===== config.mk =====
export PLATFORM = sky130hd
export DESIGN_NAME = uart_tx_fifo
export DESIGN_NICKNAME = d
export VERILOG_FILES = /design/src/rtl/uart_pkg.sv /design/src/rtl/sync_fifo.sv /design/src/rtl/uart_tx_fifo.sv
export SDC_FILE = /design/constraint.sdc
export NUM_CORES = 1
export LEC_CHECK = 0
export BUFFER_PORTS_ARGS = -buffer_cell sky130_fd_sc_hd__buf_2
export CORE_ASPECT_RATIO = 0.5
export CORE_MARGIN = 3
export CORE_UTILIZATION = 57
export CTS_BUF_LIST = sky130_fd_sc_hd__clkbuf_16
export CTS_CLUSTER_SIZE = 28
export DETAILED_ROUTE_END_ITERATION = 10
export PLACE_DENSITY = 0.74
export SLEW_MARGIN = 10
export SYNTH_ARGS = -nofsm -noshare
export SYNTH_HDL_FRONTEND = slang
export SYNTH_SLANG_ARGS = --single-unit
export TNS_END_PERCENT = 10

===== constraint.sdc =====
create_clock -name clk -period 5.7 [get_ports clk]
set_input_delay 1.71 -clock clk [delete_from_list [all_inputs] [get_ports clk]]
set_output_delay 1.71 -clock clk [all_outputs]
set_load 0.05 [all_outputs]

===== src/rtl/uart_pkg.sv =====
// Shared UART definitions: transmit FSM states and framing constants.
package uart_pkg;

    typedef enum logic [1:0] {
        ST_IDLE,
        ST_START,
        ST_DATA,
        ST_STOP
    } tx_state_t;

    localparam int UART_DATA_BITS   = 8;
    localparam int UART_MIN_DIV     = 2;
    localparam int UART_DEFAULT_DIV = 106;

endpackage


===== src/rtl/sync_fifo.sv =====
// Synchronous FIFO with extra-MSB pointers for full/empty detection.
module sync_fifo #(
    parameter int WIDTH = 8,
    parameter int DEPTH = 16
) (
    input  logic                     clk,
    input  logic                     resetn,
    input  logic                     i_push,
    input  logic [WIDTH-1:0]         i_wdata,
    input  logic                     i_pop,
    output logic [WIDTH-1:0]         o_rdata,
    output logic                     o_full,
    output logic                     o_empty,
    output logic [$clog2(DEPTH):0]   o_level
);

    localparam int AW = $clog2(DEPTH);

    logic [WIDTH-1:0] r_mem [DEPTH];
    logic [AW:0]      r_wptr;
    logic [AW:0]      r_rptr;
    logic             w_do_push;
    logic             w_do_pop;

    assign o_empty   = (r_wptr == r_rptr);
    assign o_full    = (r_wptr[AW] != r_rptr[AW]) &&
                       (r_wptr[AW-1:0] == r_rptr[AW-1:0]);
    assign o_level   = r_wptr - r_rptr;
    assign o_rdata   = r_mem[r_rptr[AW-1:0]];
    assign w_do_push = i_push && !o_full;
    assign w_do_pop  = i_pop && !o_empty;

    always_ff @(posedge clk or negedge resetn) begin
        if (!resetn) begin
            r_wptr <= '0;
            r_rptr <= '0;
        end else begin
            if (w_do_push) r_wptr <= r_wptr + 1'b1;
            if (w_do_pop)  r_rptr <= r_rptr + 1'b1;
        end
    end

    // Storage needs no reset; only the pointers define validity.
    always_ff @(posedge clk) begin
        if (w_do_push) r_mem[r_wptr[AW-1:0]] <= i_wdata;
    end

endmodule


===== src/rtl/uart_tx_fifo.sv =====
// Buffered 8N1 UART transmitter with runtime bit-period divider.
module uart_tx_fifo
    import uart_pkg::*;
#(
    parameter int DEPTH = 16,
    parameter int DIV_W = 16
) (
    input  logic                   clk,
    input  logic                   resetn,
    input  logic [DIV_W-1:0]       cfg_div,
    input  logic                   wr_valid,
    input  logic [7:0]             wr_data,
    output logic                   wr_ready,
    output logic                   tx,
    output logic                   busy,
    output logic [$clog2(DEPTH):0] fifo_level
);

    logic             w_full;
    logic             w_empty;
    logic             w_pop;
    logic [7:0]       w_head;
    logic [DIV_W-1:0] w_div_in;
    logic             w_bit_end;
    logic             w_last_bit;

    tx_state_t        r_state;
    logic [DIV_W-1:0] r_div;
    logic [DIV_W-1:0] r_baud;
    logic [2:0]       r_bit;
    logic [7:0]       r_shift;
    logic             r_tx;

    sync_fifo #(
        .WIDTH (8),
        .DEPTH (DEPTH)
    ) u_fifo (
        .clk     (clk),
        .resetn  (resetn),
        .i_push  (wr_valid),
        .i_wdata (wr_data),
        .i_pop   (w_pop),
        .o_rdata (w_head),
        .o_full  (w_full),
        .o_empty (w_empty),
        .o_level (fifo_level)
    );

    assign w_div_in   = (cfg_div < DIV_W'(UART_MIN_DIV)) ?
                        DIV_W'(UART_MIN_DIV) : cfg_div;
    assign w_bit_end  = (r_baud == r_div - DIV_W'(1));
    assign w_last_bit = (r_bit == 3'(UART_DATA_BITS - 1));
    // A new frame starts from IDLE or straight out of a finished stop bit.
    assign w_pop      = !w_empty &&
                        ((r_state == ST_IDLE) ||
                         (r_state == ST_STOP && w_bit_end));

    assign wr_ready = !w_full;
    assign tx       = r_tx;
    assign busy     = (r_state != ST_IDLE) || !w_empty;

    always_ff @(posedge clk or negedge resetn) begin
        if (!resetn) begin
            r_state <= ST_IDLE;
            r_div   <= DIV_W'(UART_MIN_DIV);
            r_baud  <= '0;
            r_bit   <= '0;
            r_shift <= '0;
            r_tx    <= 1'b1;
        end else if (w_pop) begin
            r_state <= ST_START;
            r_shift <= w_head;
            r_div   <= w_div_in;
            r_baud  <= '0;
            r_bit   <= '0;
            r_tx    <= 1'b0;
        end else begin
            unique case (r_state)
                ST_IDLE: begin
                    r_tx <= 1'b1;
                end
                ST_START: begin
                    if (w_bit_end) begin
                        r_baud  <= '0;
                        r_state <= ST_DATA;
                        r_tx    <= r_shift[0];
                    end else begin
                        r_baud <= r_baud + 1'b1;
                    end
                end
                ST_DATA: begin
                    if (w_bit_end) begin
                        r_baud  <= '0;
                        r_shift <= r_shift >> 1;
                        if (w_last_bit) begin
                            r_state <= ST_STOP;
                            r_tx    <= 1'b1;
                        end else begin
                            r_bit <= r_bit + 1'b1;
                            r_tx  <= r_shift[1];
                        end
                    end else begin
                        r_baud <= r_baud + 1'b1;
                    end
                end
                ST_STOP: begin
                    if (w_bit_end) begin
                        r_baud  <= '0;
                        r_state <= ST_IDLE;
                    end else begin
                        r_baud <= r_baud + 1'b1;
                    end
                end
                default: begin
                    r_state <= ST_IDLE;
                    r_tx    <= 1'b1;
                end
            endcase
        end
    end

endmodule


==> results of run 1 <==
==> critical path, delay by kind of cell (launching register included) <==
kind                     cells  cell delay, ns
buffers and inverters        2            0.78
adder cells (fa/ha/maj)      1            0.32
AND/OR/NAND/NOR              3            0.87
flip-flops                   1            0.45
==> worst paths after layout <==
check,end,cells after the start
worst max-delay path,busy,6
worst min-delay path,u_fifo.r_wptr[4],1
max in group asynchronous,u_fifo.r_rptr[0],2
worst max register to register,r_div[1],10
min in group asynchronous,r_baud[7],2
worst min register to register,u_fifo.r_wptr[4],1
==> cells in the mapped netlist, types with 2 or more instances <==
cell,count,share of area [%]
dfrtp_1,54,16
dfstp_2,2,0.61
xor2_1,11,1.1
or3b_1,2,0.20
buf_2,5,0.29
a21o_1,2,0.17
or3_1,4,0.29
o21ai_0,14,0.81
clkbuf_1,20,0.87
mux2_2,28,3.6
o22ai_1,5,0.36
buf_1,6,0.26
nand2b_1,4,0.29
nand4_1,17,1.2
or2_2,2,0.14
nand4b_1,2,0.20
or4_1,7,0.61
nor2_1,26,1.1
nor3_1,13,0.75
a31oi_1,5,0.36
inv_1,22,0.95
mux2i_1,4,0.46
nor3b_1,3,0.26
o21a_1,2,0.17
a311o_1,2,0.23
o211ai_1,8,0.69
buf_6,2,0.26
a21oi_1,11,0.64
nor4_1,15,1.1
mux4_2,40,10
ha_1,19,2.7
o2111ai_1,5,0.51
o311ai_0,7,0.71
edfxtp_1,128,44
nand3_1,10,0.58
and2_1,5,0.36
a311oi_1,3,0.30
and3_1,4,0.29
nor2b_1,9,0.65
nand2_1,29,1.3
xnor2_1,20,2.0
a211oi_1,5,0.43
==> where the power goes <==
part           internal [uW]  switching (uW)
sequential              1580             126
clock                    603             594
combinational            252             448
total                   2430            1170
==> area by class of cell <==
cell class | count | area (um2)
clock inverters | 15 | 190
inverters | 22 | 82.6
repair buffers | 43 | 238
clock buffers | 17 | 425
flip-flops and latches | 184 | 5250
multi-input cells | 355 | 3210
fillers | 988 | 5020
well taps | 198 | 248
==> per-stage QoR <==
step / instances / hold WS (ns)
floorplan: 594 / 0.460
detailed placement: 802 / 0.488
global route: 834 / 0.527
global placement: 802 / 0.481
finish: 834 / 0.495
CTS: 834 / 0.497
==> routing by layer <==
metal / routed length (um) / global-route usage, % / up-vias
met5: 0 / 0 / -
met1: 7830 / 31.7 / 2600
met4: 286 / 6.13 / 0
met2: 8480 / 35.8 / 172
met3: 1210 / 5.75 / 22
li1: - / - / 2386
==> flip-flops by register name, indices dropped and copies added, names as in the netlist <==
register       flops
r_baud            16
r_bit              3
r_div             16
r_shift            8
r_state            2
tx                 1
u_fifo.r_mem     128
u_fifo.r_rptr      5
u_fifo.r_wptr      5
==> cell families after synthesis <==
logic type	after synthesis	synth area share (%)
AOI/OAI and AO/OA	74	5.93
buffers and inverters	55	2.63
xor gates and xnor gates	31	3.14
muxes	73	14.6
DFF	184	60.7
adders and majority gates	20	2.98
and+or+nand+nor	157	10.0
==> impl_metrics.py, run 1 <==
metrics = {
    "placement": {
        "dp_hpwl_mm": 11.4,
        "place_congestion": 0.854,
        "portBuffers": 34,
        "dp_slack_ns": 1.26,
        "place_area_mm2": 0.00902,
    },
    "global_route": {
        "gr-total-overflow": 0,
        "gr-usage-all-layers_pct": 22.6,
        "antenna_found_initial": 0,
        "grt_pass1_wl_mm": 28.9,
        "grt_max_degree": 57,
        "grt_pass1_vias": 5143,
    },
    "clock_network": {
        "cts_resized": 0,
        "cts_made_buffers": 17,
        "post_cts.repair.setup_buffers": 0,
        "cts_tree": "built",
        "clockRootBuffer": "clkbuf_16",
        "cts_hold_buffers": 0,
        "cts_sinks": 184,
        "clock_latency_ns": 0.43,
        "cts_buffer_depth": 2,
        "htree_num_levels": 4,
        "path_clk_slew_ns": 0.07,
    },
    "setup_path": {
        "start_kind": "register",
        "critPathArrivalTime_ns": 2.84,
        "crit_path_max_incr_delay_ns": 0.52,
        "regToRegStartpoint": "r_div[0]",
        "startpoint": "u_fifo.r_rptr[2]",
        "endpoint_kind": "primary output",
        "path_cells": "inv_1, ha_1, nand4_1, nor2_1, nand2_1, buf_2",
        "r2r_slack_ns": 1.22,
        "path_class": "register to primary output",
        "worst-endpoint-required_ns": 3.99,
        "crit_fanout": 12,
        "cp_slowest_cell": "inv_1",
    },
    "finish": {
        "layout_common_cells": "edfxtp_1 (128), dfrtp_1 (53), mux4_2 (40)",
        "antenna_cells": 0,
        "fin_nets": 670,
        "drive_gt1_share_pct": 24.4,
        "fin_area_mm2": 0.00964,
        "area_delta_synth_final_pct": 11.5,
        "fin_util_pct": 65.8,
        "final_common_cell": "edfxtp_1",
    },
    "timing": {
        "maxSlewViolCount": 0,
        "fin_crit_sh_pct": 79.9,
        "finalSetupTns_ns": 0,
        "min_period_ns": 4.55,
        "max-slew-margin-rel_pct": 21.8,
        "setup_viol": 0,
        "hold_violations": 0,
        "worst-slew-pin-transition_ns": 1.16,
        "fin_ws_ns": 1.15,
        "fmax_mhz": 220,
        "finalClockSkew_ns": 0.0158,
        "rsz0062_at_grt": "no",
    },
    "detailed_routing": {
        "via_per_inst": 6.21,
        "ant_nets": 0,
        "first_pass_iters": 5,
        "postRouteWirelength_mm": 17.8,
        "drc": 0,
        "drt_iter0_markers": 465,
        "vias": 5180,
        "wl_per_cell_um": 21.4,
    },
    "synth": {
        "syn-num-nets": 641,
        "async_flop_share_pct": 30.4,
        "synth_cell_types": 54,
        "synth-edff-count": 128,
        "syn_area_mm2": 0.00865,
        "synth_area_per_cell_um2": 14.6,
        "ys_warn_count": 0,
        "yosysSeqAreaShare_pct": 60.7,
        "ys_seq_elements": 184,
        "ys_dominant_reg_cell": "edfxtp_1",
        "netlist_instances": 594,
    },
    "die": {
        "die_x_um": 180,
        "design.core.area_mm2": 0.0147,
        "initial_core_util_pct": 59.0,
        "fp-row-count": 31,
        "die-area_mm2": 0.0168,
        "die_y_um": 93.1,
        "ioPinCount": 35,
    },
    "min_path": {
        "holdCritStartpoint": "u_fifo.r_wptr[4]",
        "hold_class": "register to register",
    },
    "pwr": {
        "p_per_area_mw_per_mm2": 374,
        "total_power_uw": 3600,
        "p_leak_uw": 0.00339,
        "vdd_ir_drop_max_mv": 0.244,
    },
    "job": {
        "cap_violations": 0,
    },
    "run_status": {
        "outcome": "finished, final reports clean",
    },
}
Power figures use the tool's default switching activity.
==> inputs of run 2 (changes only) <==
--- a/config.mk
+++ b/config.mk
@@ -5,6 +5,7 @@
 export SDC_FILE = /design/constraint.sdc
 export NUM_CORES = 1
 export LEC_CHECK = 0
+export ABC_AREA = 1
 export BUFFER_PORTS_ARGS = -buffer_cell sky130_fd_sc_hd__buf_2
 export CORE_ASPECT_RATIO = 0.5
 export CORE_MARGIN = 3
==> constraint.sdc (replaced) <==
create_clock -name clk -period 4.4 [get_ports clk]
set_input_delay 1.32 -clock clk [delete_from_list [all_inputs] [get_ports clk]]
set_output_delay 1.32 -clock clk [all_outputs]
set_load 0.05 [all_outputs]
==> impl_metrics.py, run 2 <==
metrics = {
    "detailed_routing": {
        "ant_nets": 0,
        "drt_iter0_markers": 669,
        "top_layer_used": "met4",
        "drc": 0,
        "dr_wl_met3_mm": 1.15,
        "first_pass_iters": 5,
        "met1_length_mm": 9.04,
        "postRouteWirelength_mm": 20.3,
        "wl_met2_mm": 9.73,
        "vias": 6788,
        "via_per_inst": 5.62,
        "wl_per_cell_um": 16.8,
    },
    "finish": {
        "drive_gt1_share_pct": 11.2,
        "fin_area_mm2": 0.0100,
        "final_common_cell": "nand2_1",
        "antenna_cells": 0,
        "layout.cells.non_filler": 1208,
        "largest_register_ffs": 128,
        "area_delta_synth_final_pct": 9.01,
        "fin_nets": 1038,
        "layout_common_cells": "nand2_1 (244), nor2_1 (132), edfxtp_1 (128)",
    },
    "synth": {
        "yosysTopAreaCell": "edfxtp_1",
        "yosysSeqAreaShare_pct": 57.0,
        "async_flop_share_pct": 30.4,
        "synth_common_cells": "nand2_1 (244), nor2_1 (132), edfxtp_1 (128)",
        "syn-num-nets": 1021,
        "ys_seq_elements": 184,
        "netlist_instances": 974,
        "ys_warn_count": 0,
        "synth_top_area_share_pct": 41.8,
        "synth_area_per_cell_um2": 9.45,
        "synth_cell_types": 39,
        "netlist_top_cells_area": "edfxtp_1 (42%), dfrtp_1 (15%), nand2_1 (10%)",
        "synth-edff-count": 128,
        "syn_area_mm2": 0.00920,
        "synth_most_common_cell": "nand2_1",
        "ys_dominant_reg_cell": "edfxtp_1",
    },
    "timing": {
        "max-slew-margin-rel_pct": 30.7,
        "min_period_ns": 3.93,
        "rsz0062_at_grt": "no",
        "worst-slew-pin-transition_ns": 1.04,
        "maxSlewViolCount": 0,
        "finalClockSkew_ns": 0.0124,
        "fin_crit_sh_pct": 89.2,
        "setup_viol": 0,
        "finalSetupTns_ns": 0,
        "fmax_mhz": 255,
        "hold_violations": 0,
    },
    "clock_network": {
        "clock_latency_ns": 0.43,
        "cts_buffer_depth": 2,
        "cts_sinks": 184,
        "htree_num_levels": 4,
        "cts_resized": 0,
        "cts_made_buffers": 17,
        "cts_tree": "built",
        "post_cts.repair.setup_buffers": 0,
        "cts_hold_buffers": 0,
        "clockRootBuffer": "clkbuf_16",
        "path_clk_slew_ns": 0.07,
    },
    "run_status": {
        "outcome": "finished, final reports clean",
    },
    "die": {
        "design.core.area_mm2": 0.0156,
        "fp-row-count": 32,
        "die_y_um": 95.8,
        "initial_core_util_pct": 58.9,
        "die-area_mm2": 0.0178,
        "ioPinCount": 35,
        "die_x_um": 186,
    },
    "setup_path": {
        "crit_end": "fifo_level[4]",
        "endpoint_kind": "primary output",
        "r2r-end": "u_fifo.r_mem[15][3]",
        "critPathArrivalTime_ns": 2.61,
        "worst-endpoint-required_ns": 3.08,
        "reg2reg_depth": 9,
        "crit_fanout": 17,
        "path_class": "register to primary output",
        "r2r_slack_ns": 1.08,
        "startpoint": "u_fifo.r_rptr[2]",
        "start_kind": "register",
        "regToRegStartpoint": "u_fifo.r_rptr[2]",
    },
    "pwr": {
        "p_leak_uw": 0.00408,
        "vdd_ir_drop_max_mv": 0.315,
        "p_per_area_mw_per_mm2": 458,
        "total_power_uw": 4600,
    },
    "min_path": {
        "holdCritStartpoint": "r_div[1]",
        "hold_class": "register to register",
    },
    "global_route": {
        "grt_pass1_wl_mm": 33.2,
        "antenna_found_initial": 0,
        "gr-usage-all-layers_pct": 24.1,
        "grt_max_degree": 69,
        "gr-total-overflow": 0,
        "grt_pass1_vias": 6609,
    },
    "placement": {
        "dp.cells": 1176,
        "place_area_mm2": 0.00946,
        "portBuffers": 34,
        "dp_hpwl_mm": 13.7,
        "place_congestion": 0.958,
    },
    "job": {
        "cap_violations": 0,
    },
}
[run 2: cell count changes after synthesis, sizes merged, moves of 15 or more]
cell   before  now
xor2       11   27
inv        22   70
nand2      29  249
mux2       29    0
o21ai      16   69
o22ai       5   20
mux4       40    0
nor2       26  142
nand3      10   79
[run 2: kinds of logic after synthesis]
kind of cell,synth area share [%]
simple gates,24.0
fa+ha+maj,2.80
xor+xnor,3.71
buf+inv,5.26
flops,57.0
compound gates,7.21
[run 2: layout make-up]
type,count,area [um2]
clock buffer,17,425
clock inverter,15,143
fill,1226,5580
inverter,71,267
multi-input combinational,676,3470
sequential,184,5250
tap,204,255
timing repair buffer,41,223
[run 2: layer usage]
metal / GRT usage [%] / vias up
li1: - / 3300
met1: 31.8 / 3242
met2: 41.0 / 213
met3: 4.64 / 33
met4: 7.93 / 0
met5: 0 / -
[run 2: metrics by stage]
step | hold WS, ns | setup slack [ns] | util, %
CTS | 0.496 | 0.506 | 64.2
finish | 0.492 | 0.473 | 64.2
detailed placement | 0.486 | 0.984 | 60.6
global placement | 0.476 | 1.04 | 60.6
global route | 0.519 | 0.277 | 64.2
floorplan | 0.460 | 0.693 | -
[run 2: worst min path at each step]
| stage | end | cells after the start |
|---|---|---|
| 5_1_grt | r_div[1] | 2 |
| 3_5_place_dp | r_div[1] | 2 |
| 6_report | r_div[1] | 2 |
| 4_1_cts | r_div[1] | 2 |
| 3_3_place_gp | u_fifo.r_wptr[4] | 1 |
| 2_1_floorplan | u_fifo.r_wptr[4] | 1 |
[run 2: report_power, final]
group	switching (uW)	total (uW)	internal [uW]	leakage, uW
sequential	124	2170	2040	0.00185
clock	693	1480	791	0.000278
combinational	676	950	275	0.00196
total	1490	4600	3110	0.00408
[run 2: worst max-delay path, cell delays in order (launching register included)]
cell	delay, ns
dfrtp_1	0.72
inv_1	0.30
ha_1	0.43
inv_1	0.07
o21ai_0	0.07
a21oi_1	0.16
xor2_1	0.15
buf_2	0.28
